### src/rtl/lease_sample_reader_if.sv
// Buffer read port and host word stream of the lease sample reader.
interface lease_sample_reader_if #(
    parameter int unsigned BW_ADDR = 13
);
    logic [BW_ADDR-1:0] rd_addr_o;
    logic               rd_en_o;
    logic [31:0]        ref_address_i;
    logic [31:0]        ref_interval_i;
    logic [63:0]        ref_trace_i;
    logic [31:0]        ref_target_i;
    logic [31:0]        data_o;
    logic               valid_o;
    logic               ready_i;
    logic               last_o;

    modport master (
        output rd_addr_o, rd_en_o, data_o, valid_o, last_o,
        input  ref_address_i, ref_interval_i, ref_trace_i, ref_target_i, ready_i
    );

    modport slave (
        input  rd_addr_o, rd_en_o, data_o, valid_o, last_o,
        output ref_address_i, ref_interval_i, ref_trace_i, ref_target_i, ready_i
    );
endinterface

### src/rtl/lease_sample_reader.sv
// Drains the lease sampler BRAMs into a 32-bit valid/ready word stream, then pulses a buffer clear.
// Optional: define LEASE_SAMPLE_READER_CHECKSUM_EN to append an XOR checksum word to each drain.
module lease_sample_reader #(
    parameter int unsigned BW_ADDR      = 13,
    parameter int unsigned READ_LATENCY = 1
) (
    input  logic                  clock_i,
    input  logic                  resetn_i,
    input  logic                  start_i,
    input  logic                  abort_i,
    input  logic [BW_ADDR:0]      used_i,
    output logic                  busy_o,
    output logic                  clear_o,
    output logic [BW_ADDR:0]      entries_o,
    lease_sample_reader_if.master bus
);
    localparam int unsigned   CW        = BW_ADDR + 1;
    localparam logic [CW-1:0] MAX_COUNT = CW'(1) << BW_ADDR;

    typedef enum logic [2:0] {
        ST_IDLE, ST_READ, ST_WAIT, ST_SEND, ST_EMPTY, ST_CSUM, ST_DONE
    } state_t;

    state_t             r_state;
    logic [BW_ADDR-1:0] r_idx;
    logic [BW_ADDR-1:0] r_rd_addr;
    logic [CW-1:0]      r_count;
    logic [CW-1:0]      r_entries;
    logic [1:0]         r_wait;
    logic [2:0]         r_word;
    logic [31:0]        r_intv;
    logic [31:0]        r_tgt;
    logic [63:0]        r_trace;
    logic [31:0]        r_data;
    logic               r_rd_en;
    logic               r_valid;
    logic               r_last;
    logic               r_busy;
    logic               r_clear;
`ifdef LEASE_SAMPLE_READER_CHECKSUM_EN
    logic [31:0]        r_csum;
`endif

    logic               w_more;
    logic [31:0]        w_next;

    assign w_more = ({1'b0, r_idx} + CW'(1)) < r_count;

    // Word that follows the one currently on data_o within an entry.
    always_comb begin
        w_next = r_intv;
        case (r_word)
            3'd1:    w_next = r_trace[31:0];
            3'd2:    w_next = r_trace[63:32];
            3'd3:    w_next = r_tgt;
            default: w_next = r_intv;
        endcase
    end

    always_ff @(posedge clock_i) begin
        if (!resetn_i) begin
            r_state   <= ST_IDLE;
            r_idx     <= '0;
            r_rd_addr <= '0;
            r_count   <= '0;
            r_entries <= '0;
            r_wait    <= '0;
            r_word    <= '0;
            r_intv    <= '0;
            r_tgt     <= '0;
            r_trace   <= '0;
            r_data    <= '0;
            r_rd_en   <= 1'b0;
            r_valid   <= 1'b0;
            r_last    <= 1'b0;
            r_busy    <= 1'b0;
            r_clear   <= 1'b0;
`ifdef LEASE_SAMPLE_READER_CHECKSUM_EN
            r_csum    <= '0;
`endif
        end else begin
            r_rd_en <= 1'b0;
            r_clear <= 1'b0;
            if (abort_i && r_busy) begin
                r_state <= ST_IDLE;
                r_valid <= 1'b0;
                r_last  <= 1'b0;
                r_busy  <= 1'b0;
            end else begin
                case (r_state)
                    // DONE accepts a new start just like IDLE since busy_o is already low.
                    ST_IDLE, ST_DONE: begin
                        r_state <= ST_IDLE;
                        if (start_i && !abort_i) begin
                            r_entries <= '0;
                            r_busy    <= 1'b1;
`ifdef LEASE_SAMPLE_READER_CHECKSUM_EN
                            r_csum    <= '0;
`endif
                            if (used_i != '0) begin
                                r_count   <= (used_i > MAX_COUNT) ? MAX_COUNT : used_i;
                                r_idx     <= '0;
                                r_rd_addr <= '0;
                                r_rd_en   <= 1'b1;
                                r_state   <= ST_READ;
                            end else begin
`ifdef LEASE_SAMPLE_READER_CHECKSUM_EN
                                r_data  <= '0;
                                r_valid <= 1'b1;
                                r_last  <= 1'b1;
                                r_state <= ST_CSUM;
`else
                                r_state <= ST_EMPTY;
`endif
                            end
                        end
                    end
                    ST_READ: begin
                        r_wait  <= '0;
                        r_state <= ST_WAIT;
                    end
                    ST_WAIT: begin
                        if (r_wait == 2'(READ_LATENCY - 1)) begin
                            r_data  <= bus.ref_address_i;
                            r_intv  <= bus.ref_interval_i;
                            r_trace <= bus.ref_trace_i;
                            r_tgt   <= bus.ref_target_i;
                            r_word  <= '0;
                            r_valid <= 1'b1;
                            r_last  <= 1'b0;
                            r_state <= ST_SEND;
                        end else begin
                            r_wait <= r_wait + 2'd1;
                        end
                    end
                    ST_SEND: begin
                        if (bus.ready_i) begin
`ifdef LEASE_SAMPLE_READER_CHECKSUM_EN
                            r_csum <= r_csum ^ r_data;
`endif
                            if (r_word == 3'd4) begin
                                r_entries <= r_entries + CW'(1);
                                r_valid   <= 1'b0;
                                r_last    <= 1'b0;
                                if (w_more) begin
                                    r_idx     <= r_idx + BW_ADDR'(1);
                                    r_rd_addr <= r_idx + BW_ADDR'(1);
                                    r_rd_en   <= 1'b1;
                                    r_state   <= ST_READ;
                                end else begin
`ifdef LEASE_SAMPLE_READER_CHECKSUM_EN
                                    r_data  <= r_csum ^ r_data;
                                    r_valid <= 1'b1;
                                    r_last  <= 1'b1;
                                    r_state <= ST_CSUM;
`else
                                    r_clear <= 1'b1;
                                    r_busy  <= 1'b0;
                                    r_state <= ST_DONE;
`endif
                                end
                            end else begin
                                r_word <= r_word + 3'd1;
                                r_data <= w_next;
`ifdef LEASE_SAMPLE_READER_CHECKSUM_EN
                                r_last <= 1'b0;
`else
                                r_last <= (r_word == 3'd3) && !w_more;
`endif
                            end
                        end
                    end
`ifdef LEASE_SAMPLE_READER_CHECKSUM_EN
                    ST_CSUM: begin
                        if (bus.ready_i) begin
                            r_valid <= 1'b0;
                            r_last  <= 1'b0;
                            r_clear <= 1'b1;
                            r_busy  <= 1'b0;
                            r_state <= ST_DONE;
                        end
                    end
`endif
                    ST_EMPTY: begin
                        r_clear <= 1'b1;
                        r_busy  <= 1'b0;
                        r_state <= ST_DONE;
                    end
                    default: r_state <= ST_IDLE;
                endcase
            end
        end
    end

    assign bus.rd_addr_o = r_rd_addr;
    assign bus.rd_en_o   = r_rd_en;
    assign bus.data_o    = r_data;
    assign bus.valid_o   = r_valid;
    assign bus.last_o    = r_last;
    assign busy_o        = r_busy;
    assign clear_o       = r_clear;
    assign entries_o     = r_entries;
endmodule

### src/flat_wrapper.sv
// flat-port wrapper written by rule: the top's interface ports become plain ports
module lease_sample_reader_flat 
#(
    parameter int unsigned BW_ADDR      = 13,
    parameter int unsigned READ_LATENCY = 1
)
  (clock_i, resetn_i, start_i, abort_i, used_i, busy_o, clear_o, entries_o, bus_rd_addr_o, bus_rd_en_o, bus_data_o, bus_valid_o, bus_last_o, bus_ref_address_i, bus_ref_interval_i, bus_ref_trace_i, bus_ref_target_i, bus_ready_i);
  lease_sample_reader_if #(.BW_ADDR(BW_ADDR)) bus_i ();
  input  logic clock_i;
  input  logic resetn_i;
  input  logic start_i;
  input  logic abort_i;
  input  logic [BW_ADDR:0] used_i;
  output logic busy_o;
  output logic clear_o;
  output logic [BW_ADDR:0] entries_o;
  output wire logic [$bits(bus_i.rd_addr_o)-1:0] bus_rd_addr_o;
  output wire logic [$bits(bus_i.rd_en_o)-1:0] bus_rd_en_o;
  output wire logic [$bits(bus_i.data_o)-1:0] bus_data_o;
  output wire logic [$bits(bus_i.valid_o)-1:0] bus_valid_o;
  output wire logic [$bits(bus_i.last_o)-1:0] bus_last_o;
  input wire logic [$bits(bus_i.ref_address_i)-1:0] bus_ref_address_i;
  input wire logic [$bits(bus_i.ref_interval_i)-1:0] bus_ref_interval_i;
  input wire logic [$bits(bus_i.ref_trace_i)-1:0] bus_ref_trace_i;
  input wire logic [$bits(bus_i.ref_target_i)-1:0] bus_ref_target_i;
  input wire logic [$bits(bus_i.ready_i)-1:0] bus_ready_i;
  assign bus_rd_addr_o = bus_i.rd_addr_o;
  assign bus_rd_en_o = bus_i.rd_en_o;
  assign bus_data_o = bus_i.data_o;
  assign bus_valid_o = bus_i.valid_o;
  assign bus_last_o = bus_i.last_o;
  assign bus_i.ref_address_i = bus_ref_address_i;
  assign bus_i.ref_interval_i = bus_ref_interval_i;
  assign bus_i.ref_trace_i = bus_ref_trace_i;
  assign bus_i.ref_target_i = bus_ref_target_i;
  assign bus_i.ready_i = bus_ready_i;
  lease_sample_reader #(.BW_ADDR(BW_ADDR), .READ_LATENCY(READ_LATENCY)) u_core (.clock_i(clock_i), .resetn_i(resetn_i), .start_i(start_i), .abort_i(abort_i), .used_i(used_i), .busy_o(busy_o), .clear_o(clear_o), .entries_o(entries_o), .bus(bus_i));
endmodule
### config.mk
export PLATFORM = sky130hd
export DESIGN_NAME = lease_sample_reader_flat
export DESIGN_NICKNAME = d
export VERILOG_FILES = /design/src/rtl/lease_sample_reader_if.sv /design/src/rtl/lease_sample_reader.sv /design/src/flat_wrapper.sv
export SDC_FILE = /design/constraint.sdc
export NUM_CORES = 1
export LEC_CHECK = 0
export ABC_AREA = 1
export CAP_MARGIN = 20
export CELL_PAD_IN_SITES_DETAIL_PLACEMENT = 1
export CELL_PAD_IN_SITES_GLOBAL_PLACEMENT = 1
export CORE_MARGIN = 10
export CORE_UTILIZATION = 25
export CTS_BUF_LIST = sky130_fd_sc_hd__clkbuf_2
export DETAILED_ROUTE_END_ITERATION = 8
export MAX_ROUTING_LAYER = met4
export PLACE_DENSITY_LB_ADDON = 0.25
export SLEW_MARGIN = 10
export SYNTH_ARGS = -nofsm -noshare
export SYNTH_HDL_FRONTEND = slang
export SYNTH_SLANG_ARGS = --single-unit
### constraint.sdc
create_clock -name clock_i -period 2.6 [get_ports clock_i]
set_clock_uncertainty 0.1 [all_clocks]
set_input_delay 0.52 -clock clock_i [delete_from_list [all_inputs] [get_ports clock_i]]
set_output_delay 0.52 -clock clock_i [all_outputs]
set_load 0.03 [all_outputs]
Word level (Yosys, flattened, before mapping)
Index checks and enable logic that the tools add are counted.
- register bits after elaboration: 214
- input bits: 179
- output and inout port bits: 64
- logic and storage cells: 118
- add/sub/neg operators: 5
- $lt $le $gt $ge: 2
- equality and inequality tests: 18
- mux-type cells: 52
- bitwise logic cells: 2
- reductions and logical operators: 24
- operator list (operator ; number):
    32-bit two-way mux ; 3
    32-bit case mux with 3 select lines ; 1
    13-bit two-way mux ; 5
    32-bit case mux with 2 select lines ; 1
    14-bit two-way mux ; 4
    14-bit case mux with 2 select lines ; 1
    3-bit two-way mux ; 9
    13-bit case mux with 2 select lines ; 1
    1-bit two-way mux ; 18
    3-bit case mux with 5 select lines ; 1
    5-bit AND reduction ; 3
    13-bit by 1-bit adder with 14-bit output (second input constant) ; 1
    14-bit by 1-bit adder with 14-bit output (second input constant) ; 1
    14-bit greater-than comparator (second input constant) ; 1
    14-bit less-than comparator ; 1
    14-bit nonzero test ; 1
    13-bit by 1-bit adder with 13-bit output (second input constant) ; 1
    3-bit by 2-bit equality test with 1-bit output (second input constant) ; 4
    3-bit AND reduction ; 4
    2-bit by 1-bit inequality test with 1-bit output (second input constant) ; 5
    3-bit equality test (second input constant) ; 3
    2-bit inequality test (second input constant) ; 4
    1-bit case mux with 2 select lines ; 4
    4-bit AND reduction ; 2
    16 further kinds ; 24

Logic depth before layout (Yosys ltp)
- word-level depth: 7
- depth in mapped cells: 20
- gate-level depth less buffers: 19

Least setup slack after synthesis
OpenSTA, ideal clock, no wires.
- path kind: reg-to-reg
- from: reg u_core.r_idx[0]
- to: reg u_core.r_state[1]
- library setup time: 0.109 ns
- data arrival time: 2.682 ns
- slack: -0.291 ns
- cell stages (with the launch flop): 20
- buffers on the path: 1
- clock period less this slack: 2.891 ns
- cells stage by stage: dfxtp_1 > ha_1 > inv_1 > nor2_1 > nand2_1 > inv_1 > nand3_1 > and2_1 > ha_1 > nand2_1 > inv_1 > nand2_1 > nand2_1 > a21oi_1 > nand2_1 > nand2_1 > buf_2 > nand4_1 > nand2_1 > inv_1
- word-level cells in the longest chain between the ends: 6
- RTL lines (element ; RTL line ; text):
    start: declaration ; lease_sample_reader.sv:25 ; logic [BW_ADDR-1:0] r_idx;
    start signal: assignment ; lease_sample_reader.sv:146 ; r_idx <= r_idx + BW_ADDR'(1);
    13-bit by 1-bit adder with 14-bit output ; lease_sample_reader.sv:47 ; assign w_more = ({1'b0, r_idx} + CW'(1)) < r_count;
    14-bit less-than comparator ; lease_sample_reader.sv:47 ;
    3-bit two-way mux ; lease_sample_reader.sv:145 ; if (w_more) begin
    3-bit two-way mux ; lease_sample_reader.sv:141 ; if (r_word == 3'd4) begin
    3-bit two-way mux ; lease_sample_reader.sv:137 ; if (bus.ready_i) begin
    3-bit case mux with 5 select lines ; lease_sample_reader.sv:90 ; case (r_state)
    end signal: assignment ; lease_sample_reader.sv:93 ; r_state <= ST_IDLE;
    end signal: assignment ; lease_sample_reader.sv:149 ; r_state <= ST_READ;
    end signal: assignment ; lease_sample_reader.sv:159 ; r_state <= ST_DONE;
    end: declaration ; lease_sample_reader.sv:24 ; state_t r_state;
No other way between the ends. The select of a mux whose other input is x is not followed.
A chain may end at the register's enable or synchronous reset.

Final worst setup path
- from: reg u_core.r_idx[0]
- to: reg u_core.r_idx[7]
- word-level cells in the longest chain between the ends: 5
- elaborated cells on any way between the ends: 9
- RTL lines (element):
    parallel branches: the longest is 5 deep, another holds 13-bit by 1-bit adder with 14-bit output
Several ways; the timed one is not identified. The select of a mux whose other input is x is not followed.

==> results.md <==
| Metric | Reported |
|:---|:---|
| Detail-routed net length per standard cell | 17.8 um |
| Count of input and output buffers | 242 |
| CTS tree | yes |
| Post-Syn Area per Cell | 7.06 um2 |
| Number of H-tree branching levels | 2 |
| Initial antenna violation count | 11 |
| Wire length of the first global-routing pass | 65.2 mm |
| CTS max path bufs | 3 |
| Achievable clock frequency | 0.389 GHz |
| Final clock period utilization by the worst path | 98.9% |
| Floorplan row count | 72 |
| Worst-path cell with the longest stage delay | sky130_fd_sc_hd__dfxtp_4 |
| Sequential-to-total area share from yosys stat | 43.1% |
| CORE AREA | 39,000 um2 |
| Total area of multi-input combinational cells | 4840 um2 |
| DRC violation count after routing | 0 |
| Data arrival time of the critical path | 3.36 ns |
| Share of flip-flops with an asynchronous set or reset after synthesis | 0% |
| Reported net switching power | 6.07 mW |
| Number of warnings issued by yosys | 0 |
| Total wire length after detailed routing | 42.8 mm |
| Remaining antenna violation count after routing | 0 |
| Required time worst endpoint | 3.39 ns |
| Ordered list of cells on the worst path | ha_4, inv_2, nor2_4, nand2_2, inv_2, nand3_2, and2_4, ha_4, nand2_4, nor2_4, nand2_1, nor2_1, nand2_1, nand2_2, nand2_4, buf_12, nand3_1, nand2_1, nor2_1 |
| Total track usage | 17.7% |
| Highest cell delay on the worst timing path | 0.40 ns |
| Area growth from synthesis to layout | 56.5% |
| Internal portion of total power | 8.02 mW |
| Vias | 11,100 |
| Number of fillers in the final layout | 4,807 |
| First-pass iteration count of the detailed router | 4 |
| Class of the most critical setup path | flip-flop to flip-flop |
| Worst hold-check slack | 0.127 ns |
| Proportion of power drawn by flip-flops and latches | 34.9% |
| Final total negative setup slack | 0 ns |
| Clock transition at the registers of the reported paths | 0.10 ns |
| Net count of the finished layout | 2,029 |
| Pin count of the biggest net entering global routing | 178 |
| Static Leakage | 6.15 nW |
| Final setup vio count | 0 |
| Final Hold Viols | 0 |
| Vias per cell | 4.60 |
| Transition time at the pin with the least slew margin | 0.943 ns |
| Combined area of all synthesized cells | 9930 um2 |
| Critical Path Sink Type | flip-flop |
| Net count after synthesis | 1,607 |
| Fraction of the core area covered by cells at the end of the flow | 39.8% |
| Hpwl dp | 29.1 mm |
| Gate count after technology mapping | 1,406 |
| Clock Power Share | 17.8% |
| Number of violations of the max-capacitance limit | 0 |
| Sequential cell area | 4320 um2 |
| Top flip-flop cell by instance count after synthesis | sky130_fd_sc_hd__dfxtp_1 |
| Sink count of the clock tree | 214 |
| Worst Path Max Fanout | 7 |
| Horizontal die dimension | 219 um |
| DRC marker count from the first detailed-route iteration | 347 |
| Peak VDD IR | 0.293 mV |
| Logic gate share of total power | 47.3% |
| Outcome | finished clean |
| Category of cells accounting for the largest share of critical-path delay | simple AND/OR/NAND/NOR gates |
| Share of post-route cells with drive strength above 1 | 14.2% |
| Proportion of total power due to net switching | 43.1% |
| Worst path most repeated cell | sky130_fd_sc_hd__nand2_1 |
| Overall die area | 48,100 um2 |
| Min Tclk post-route | 2.57 ns |
| Startpoint types | flip-flop |
| Number of enable flip-flop cells after synthesis | 0 |
| Setup repair after global routing missed its margin | true |
| Initial Util | 25.5% |
| Synth cell types | 32 |
| Placer congestion estimate | 0.816 |
| Max Slew Vio Count | 0 |
| Flip-flop and latch count after synthesis | 214 |
| Clk_lat worst skew | 0.97 ns |
| Power density normalized to cell area | 907 nW/um2 |
| Kind of path behind the tightest hold check | input port to flip-flop |
| Top-level port count | 243 |
| Headroom to the max-slew limit | 37.0% |
| Number of global-route vias before repair | 11,900 |
| Root buf cell | sky130_fd_sc_hd__clkbuf_2 |
| Buffer and inverter count on the worst path | 3 |
| Chip height | 219 um |
| Grt total ovfl | 0 |
| CTS Buf Count | 61 |
==> cell usage after synthesis, types with 5 or more instances <==
cell / count / area (um2)
sky130_fd_sc_hd__o21ai_0: 170 / 851
sky130_fd_sc_hd__nor2_1: 114 / 428
sky130_fd_sc_hd__buf_2: 33 / 165
sky130_fd_sc_hd__o22ai_1: 26 / 163
sky130_fd_sc_hd__xor2_1: 6 / 52.6
sky130_fd_sc_hd__a21oi_1: 247 / 1240
sky130_fd_sc_hd__nor3_1: 10 / 50.1
sky130_fd_sc_hd__o221ai_1: 6 / 52.6
sky130_fd_sc_hd__nand4_1: 15 / 93.8
sky130_fd_sc_hd__ha_1: 22 / 275
sky130_fd_sc_hd__dfxtp_1: 214 / 4280
sky130_fd_sc_hd__nand3_1: 50 / 250
sky130_fd_sc_hd__buf_6: 5 / 56.3
sky130_fd_sc_hd__nand2_1: 212 / 796
sky130_fd_sc_hd__o21ai_1: 10 / 50.1
sky130_fd_sc_hd__inv_1: 194 / 728
sky130_fd_sc_hd__clkbuf_1: 39 / 146
==> worst register-to-register path, cell delays in order, from the launching register on <==
cell and delay (ns):
sky130_fd_sc_hd__dfxtp_4 0.40, sky130_fd_sc_hd__ha_4 0.15, sky130_fd_sc_hd__inv_2 0.04, sky130_fd_sc_hd__nor2_4 0.11, sky130_fd_sc_hd__nand2_2 0.07, sky130_fd_sc_hd__inv_2 0.07, sky130_fd_sc_hd__nand3_2 0.06, sky130_fd_sc_hd__and2_4 0.17
sky130_fd_sc_hd__ha_4 0.26, sky130_fd_sc_hd__nand2_4 0.05, sky130_fd_sc_hd__nor2_4 0.13, sky130_fd_sc_hd__nand2_1 0.07, sky130_fd_sc_hd__nor2_1 0.09, sky130_fd_sc_hd__nand2_1 0.10, sky130_fd_sc_hd__nand2_2 0.11, sky130_fd_sc_hd__nand2_4 0.11
sky130_fd_sc_hd__buf_12 0.18, sky130_fd_sc_hd__nand3_1 0.07, sky130_fd_sc_hd__nand2_1 0.06, sky130_fd_sc_hd__nor2_1 0.12
==> power groups by stage <==
stage	combinational [mW]	clock, mW	sequential (mW)
5_1_grt	7.40	2.81	5.04
6_report	6.67	2.51	4.92
3_5_place_dp	5.99	0	4.95
2_1_floorplan	3.12	0	5.41
4_1_cts	6.42	2.66	4.89
3_3_place_gp	5.83	0	4.90
==> final timing paths <==
check                                   from                               to  slack [ns]  depth (start not counted)
max             u_core.r_idx[0]$_SDFFE_PN0P_     u_core.r_idx[7]$_SDFFE_PN0P_        0.03                         19
min reg2reg  u_core.r_trace[13]$_SDFFE_PN0P_  u_core.r_trace[13]$_SDFFE_PN0P_        0.35                          2
max reg2reg     u_core.r_idx[0]$_SDFFE_PN0P_     u_core.r_idx[7]$_SDFFE_PN0P_        0.03                         19
min                     bus_ref_target_i[19]    u_core.r_tgt[19]$_SDFFE_PN0P_        0.13                          3
==> metrics by stage <==
| stage | power [mW] | worst slack (ns) | cell area (um2) | cells |
|---|---|---|---|---|
| floorplan | 8.53 | -0.0127 | 9950 | 1406 |
| global placement | 10.7 | 0.0257 | 13200 | 2133 |
| detailed placement | 10.9 | -0.111 | 13200 | 2133 |
| CTS | 14.0 | -0.0662 | 15300 | 2392 |
| global route | 15.3 | -0.117 | 15500 | 2405 |
| finish | 14.1 | 0.0290 | 15500 | 2405 |
==> area by class of cell <==
| type | instances | share of cell area [%] |
|---|---|---|
| Antenna cell | 10 | 0.161 |
| Clock buffer | 93 | 3.00 |
| Clock inverter | 19 | 0.499 |
| Inverter | 197 | 4.77 |
| Multi-Input combinational cell | 910 | 31.2 |
| Sequential cell | 214 | 27.8 |
| Tap cell | 518 | 4.17 |
| Timing Repair Buffer | 444 | 28.5 |
==> cell usage in the layout (no fill, tap or decap), types with 6 or more instances in the layout <==
cell,n
sky130_fd_sc_hd__diode_2,10
sky130_fd_sc_hd__nand2_2,13
sky130_fd_sc_hd__o221ai_1,6
sky130_fd_sc_hd__dfxtp_1,204
sky130_fd_sc_hd__buf_4,53
sky130_fd_sc_hd__dfxtp_4,8
sky130_fd_sc_hd__dlygate4sd3_1,134
sky130_fd_sc_hd__a21oi_2,12
sky130_fd_sc_hd__ha_1,15
sky130_fd_sc_hd__dlygate4sd2_1,43
sky130_fd_sc_hd__nand3_1,40
sky130_fd_sc_hd__ha_4,7
sky130_fd_sc_hd__nor2_1,110
sky130_fd_sc_hd__nor3_1,8
sky130_fd_sc_hd__a21oi_1,233
sky130_fd_sc_hd__nand2_1,199
sky130_fd_sc_hd__clkdlybuf4s15_2,11
sky130_fd_sc_hd__inv_1,190
sky130_fd_sc_hd__buf_12,13
sky130_fd_sc_hd__nand4_1,15
sky130_fd_sc_hd__clkdlybuf4s15_1,10
sky130_fd_sc_hd__o21ai_1,11
sky130_fd_sc_hd__o21ai_0,168
sky130_fd_sc_hd__clkinv_1,14
sky130_fd_sc_hd__nand3_2,9
sky130_fd_sc_hd__inv_2,8
sky130_fd_sc_hd__clkbuf_2,93
sky130_fd_sc_hd__clkdlybuf4s50_1,177
sky130_fd_sc_hd__o22ai_1,26
sky130_fd_sc_hd__nor2_4,6
==> metal layers <==
metal	wire, um	track usage, %	vias up
met5	0	-	-
met4	994	6.25	0
met1	17400	18.8	5272
li1	-	-	5506
met3	1860	3.88	66
met2	22500	31.9	221
==> what timing repair did <==
item	4_1_cts	5_1_grt
pin swaps	27	28
hold buffers	134	0
resized for setup	144	41
gates cloned	3	0
buffers inserted	10	5
endpoints found under the hold margin	156	0
setup endpoints to repair	80	19
==> cells by family (layout without fill, tap and decap cells) <==
family	after synthesis	in the layout	share of synthesized area, %
xor+xnor	7	7	0.617
other cells	0	10	0
compound gates	463	463	24.0
buf+inv	282	753	11.6
simple gates	418	418	17.8
fa+ha+maj	22	22	2.77
flops	214	214	43.1
==> flip-flops by register name, summed over array words and instances, names as in the netlist <==
signal,count
u_core.bus.rd_en_o,1
u_core.r_wait,2
u_core.r_word,3
u_core.r_idx,13
u_core.busy_o,1
u_core.r_tgt,32
u_core.bus.data_o,32
u_core.r_count,14
u_core.clear_o,1
u_core.r_intv,32
u_core.r_trace,64
u_core.bus.last_o,1
u_core.entries_o,14
u_core.r_state,3
u_core.bus.valid_o,1
Power figures use the tool's default switching activity.
==> variant, RTL diff (config.mk and constraints unchanged) <==
The option `LEASE_SAMPLE_READER_CHECKSUM_EN` is turned on by a define.
--- a/src/rtl/lease_sample_reader.sv
+++ b/src/rtl/lease_sample_reader.sv
@@ -2,2 +2,4 @@
 // Optional: define LEASE_SAMPLE_READER_CHECKSUM_EN to append an XOR checksum word to each drain.
+`define LEASE_SAMPLE_READER_CHECKSUM_EN
+
 module lease_sample_reader #(
Formal check against the unedited RTL: not equivalent (a bounded check fails within 4 cycles, from zero or initial values and one cycle with resetn_i low).
==> variant against the original RTL <==
  * The run now ends with setup timing left
  * Global-route usage rose by 0.17 points
  * Sequential power rose by 18%
  * Hold slack got worse by 29 ps
  * Design area rose by 18%
  * Setup slack got worse by 280 ps
  * Wire length rose by 19%
  * Sequential share of layout area fell by 0.86 points
  * Power rose by 31%
  * Synthesized cell count rose by 24%
  * Sequential cell count rose by 32
  * Area after synthesis rose by 22%
  * First-iteration DRC count rose by 39%
  * Combinational power rose by 45%
==> variant: results <==
export IMPL_gp_congestion=0.832
export IMPL_first_pass_iters=4
export IMPL_cp_max_fo=6
export IMPL_track_usage_pct=17.9
export IMPL_avgSynthCellArea_sq_um=6.92
export IMPL_critPathTopFamily="simple AND/OR/NAND/NOR gates"
export IMPL_hp_class="in2reg"
export IMPL_clkTransAtPathRegs_ps=130
export IMPL_synthFlopType="dfxtp_1"
export IMPL_netlist_top_cells_area="dfxtp_1 41%, nand2_1 8.8%, o21ai_0 7.8%, nor2_1 7.4%, a21oi_1 7.2%"
export IMPL_io_buffer_count=242
export IMPL_synth_async_reset_ratio_pct=0
export IMPL_route_detailed_wl_per_inst_microns=17.7
export IMPL_synth_top_cells_by_count="284 x nand2_1, 246 x dfxtp_1, 238 x nor2_1"
export IMPL_antenna_found_initial=7
export IMPL_ir_drop_uv=357
export IMPL_clockBufferDepth=3
export IMPL_grt_pass1_vias=14100
export IMPL_worst_slack_ps=-254
export IMPL_syn_num_nets=1943
export IMPL_regMostFlops="u_core.r_trace"
export IMPL_worst_slew_pin_slew_ps=498
export IMPL_hpwl_microns=34400
export IMPL_overflow=0
export IMPL_p_leak_uw=0.00761
export IMPL_drt_wl_total_microns=50800
export IMPL_nNetsFinal=2399
export IMPL_cts_root_buf="clkbuf_2"
export IMPL_slowest_delay_ps=370
export IMPL_cts_buffers=73
export IMPL_yosysSeqAreaShare_pct=40.8
export IMPL_grt_max_degree=107
export IMPL_cp_slowest_cell="dfxtp_2"
export IMPL_violations="setup timing"
export IMPL_grt_pass1_wl_microns=79000
export IMPL_fill_cells=5842
export IMPL_drtIter0Drc=481
export IMPL_vias=13200
export IMPL_cts_htree_levels=3
export IMPL_drive_gt1_share_pct=18.3
export IMPL_place_area_sq_um=15600
export IMPL_dpl_cell_count=2574
export IMPL_synthDistinctLibCells=41
export IMPL_setup_violations=48
export IMPL_ys_warn_count=0
export IMPL_status="finished with violations"
export IMPL_clock_latency_ps=1040
export IMPL_largest_reg_flops=64
variant: changes by cell type in the layout (fill, tap and decap cells not counted), sizes merged, moves of 19 or more:
cell / delta
nand2: +73
clkbuf: +19
buf: +56
nand3: +38
dfxtp: +32
a21oi: -74
inv: +31
nor2: +127
variant: power by group:
group | total [uW] | internal, uW | switching, uW
combinational | 9700 | 3880 | 5830
sequential | 5790 | 5030 | 763
clock | 2900 | 1140 | 1770
variant: final timing paths:
path,startpoint,slack (ps),endpoint,depth (start not counted)
setup / recovery,u_core.r_idx[7]$_SDFFE_PN0P_,-250,u_core.bus.data_o[22]$_SDFFE_PN0P_,17
hold / removal,bus_ref_interval_i[20],100,u_core.r_intv[20]$_SDFFE_PN0P_,3
setup reg to reg,u_core.r_idx[7]$_SDFFE_PN0P_,-250,u_core.bus.data_o[22]$_SDFFE_PN0P_,17
hold reg to reg,u_core.r_intv[25]$_SDFFE_PN0P_,350,u_core.r_intv[25]$_SDFFE_PN0P_,2
variant: cells by family after synthesis:
group,Yosys count,synth area share (%)
adders and majority gates,21,2.18
DFF,246,40.8
xor gates and xnor gates,37,2.69
and+or+nand+nor,683,24.5
AOI/OAI and AO/OA,427,18.7
buffers and inverters,329,11.1
variant: layout make-up:
| cell class | instances | area [sq um] | area share [%] |
|---|---|---|---|
| Antenna cell | 10 | 25.0 | 0.136 |
| Clock buffer | 103 | 515 | 2.81 |
| Clock inverter | 9 | 70.1 | 0.382 |
| Inverter | 228 | 868 | 4.73 |
| Multi-Input combinational cell | 1168 | 6350 | 34.6 |
| Sequential cell | 246 | 4940 | 26.9 |
| Tap cell | 615 | 769 | 4.19 |
| Timing Repair Buffer | 479 | 4770 | 26.0 |
| Timing Repair inverter | 3 | 43.8 | 0.239 |
variant: timing repair:
item	4_1_cts	5_1_grt
cloned	10	0
buffers inserted	31	13
hold endpoints to repair	194	0
hold buffers	116	0
gates resized for setup	203	60
setup endpoints to repair	112	60
pin swaps	47	35
variant: tightest hold or removal path: stages:
cell             delay [ps]
clkdlybuf4s50_1         410
o21ai_0                 180
a21oi_1                  50
variant: per-layer routing:
layer / track usage (%) / vias to the layer above / share of wire (%)
met1: 20.2 / 6267 / 43
met4: 5.34 / 0 / 2.0
met3: 4.34 / 88 / 4.5
met5: - / - / 0
met2: 30.9 / 247 / 50
li1: - / 6571 / -
variant: metrics by stage:
stage                     setup TNS (ps)  setup slack, ps
after floorplan                        0             14.2
after global placement             -1340            -69.8
after detailed placement           -9430             -251
after CTS                          -5150             -214
after global routing              -15530             -350
final                              -9340             -254
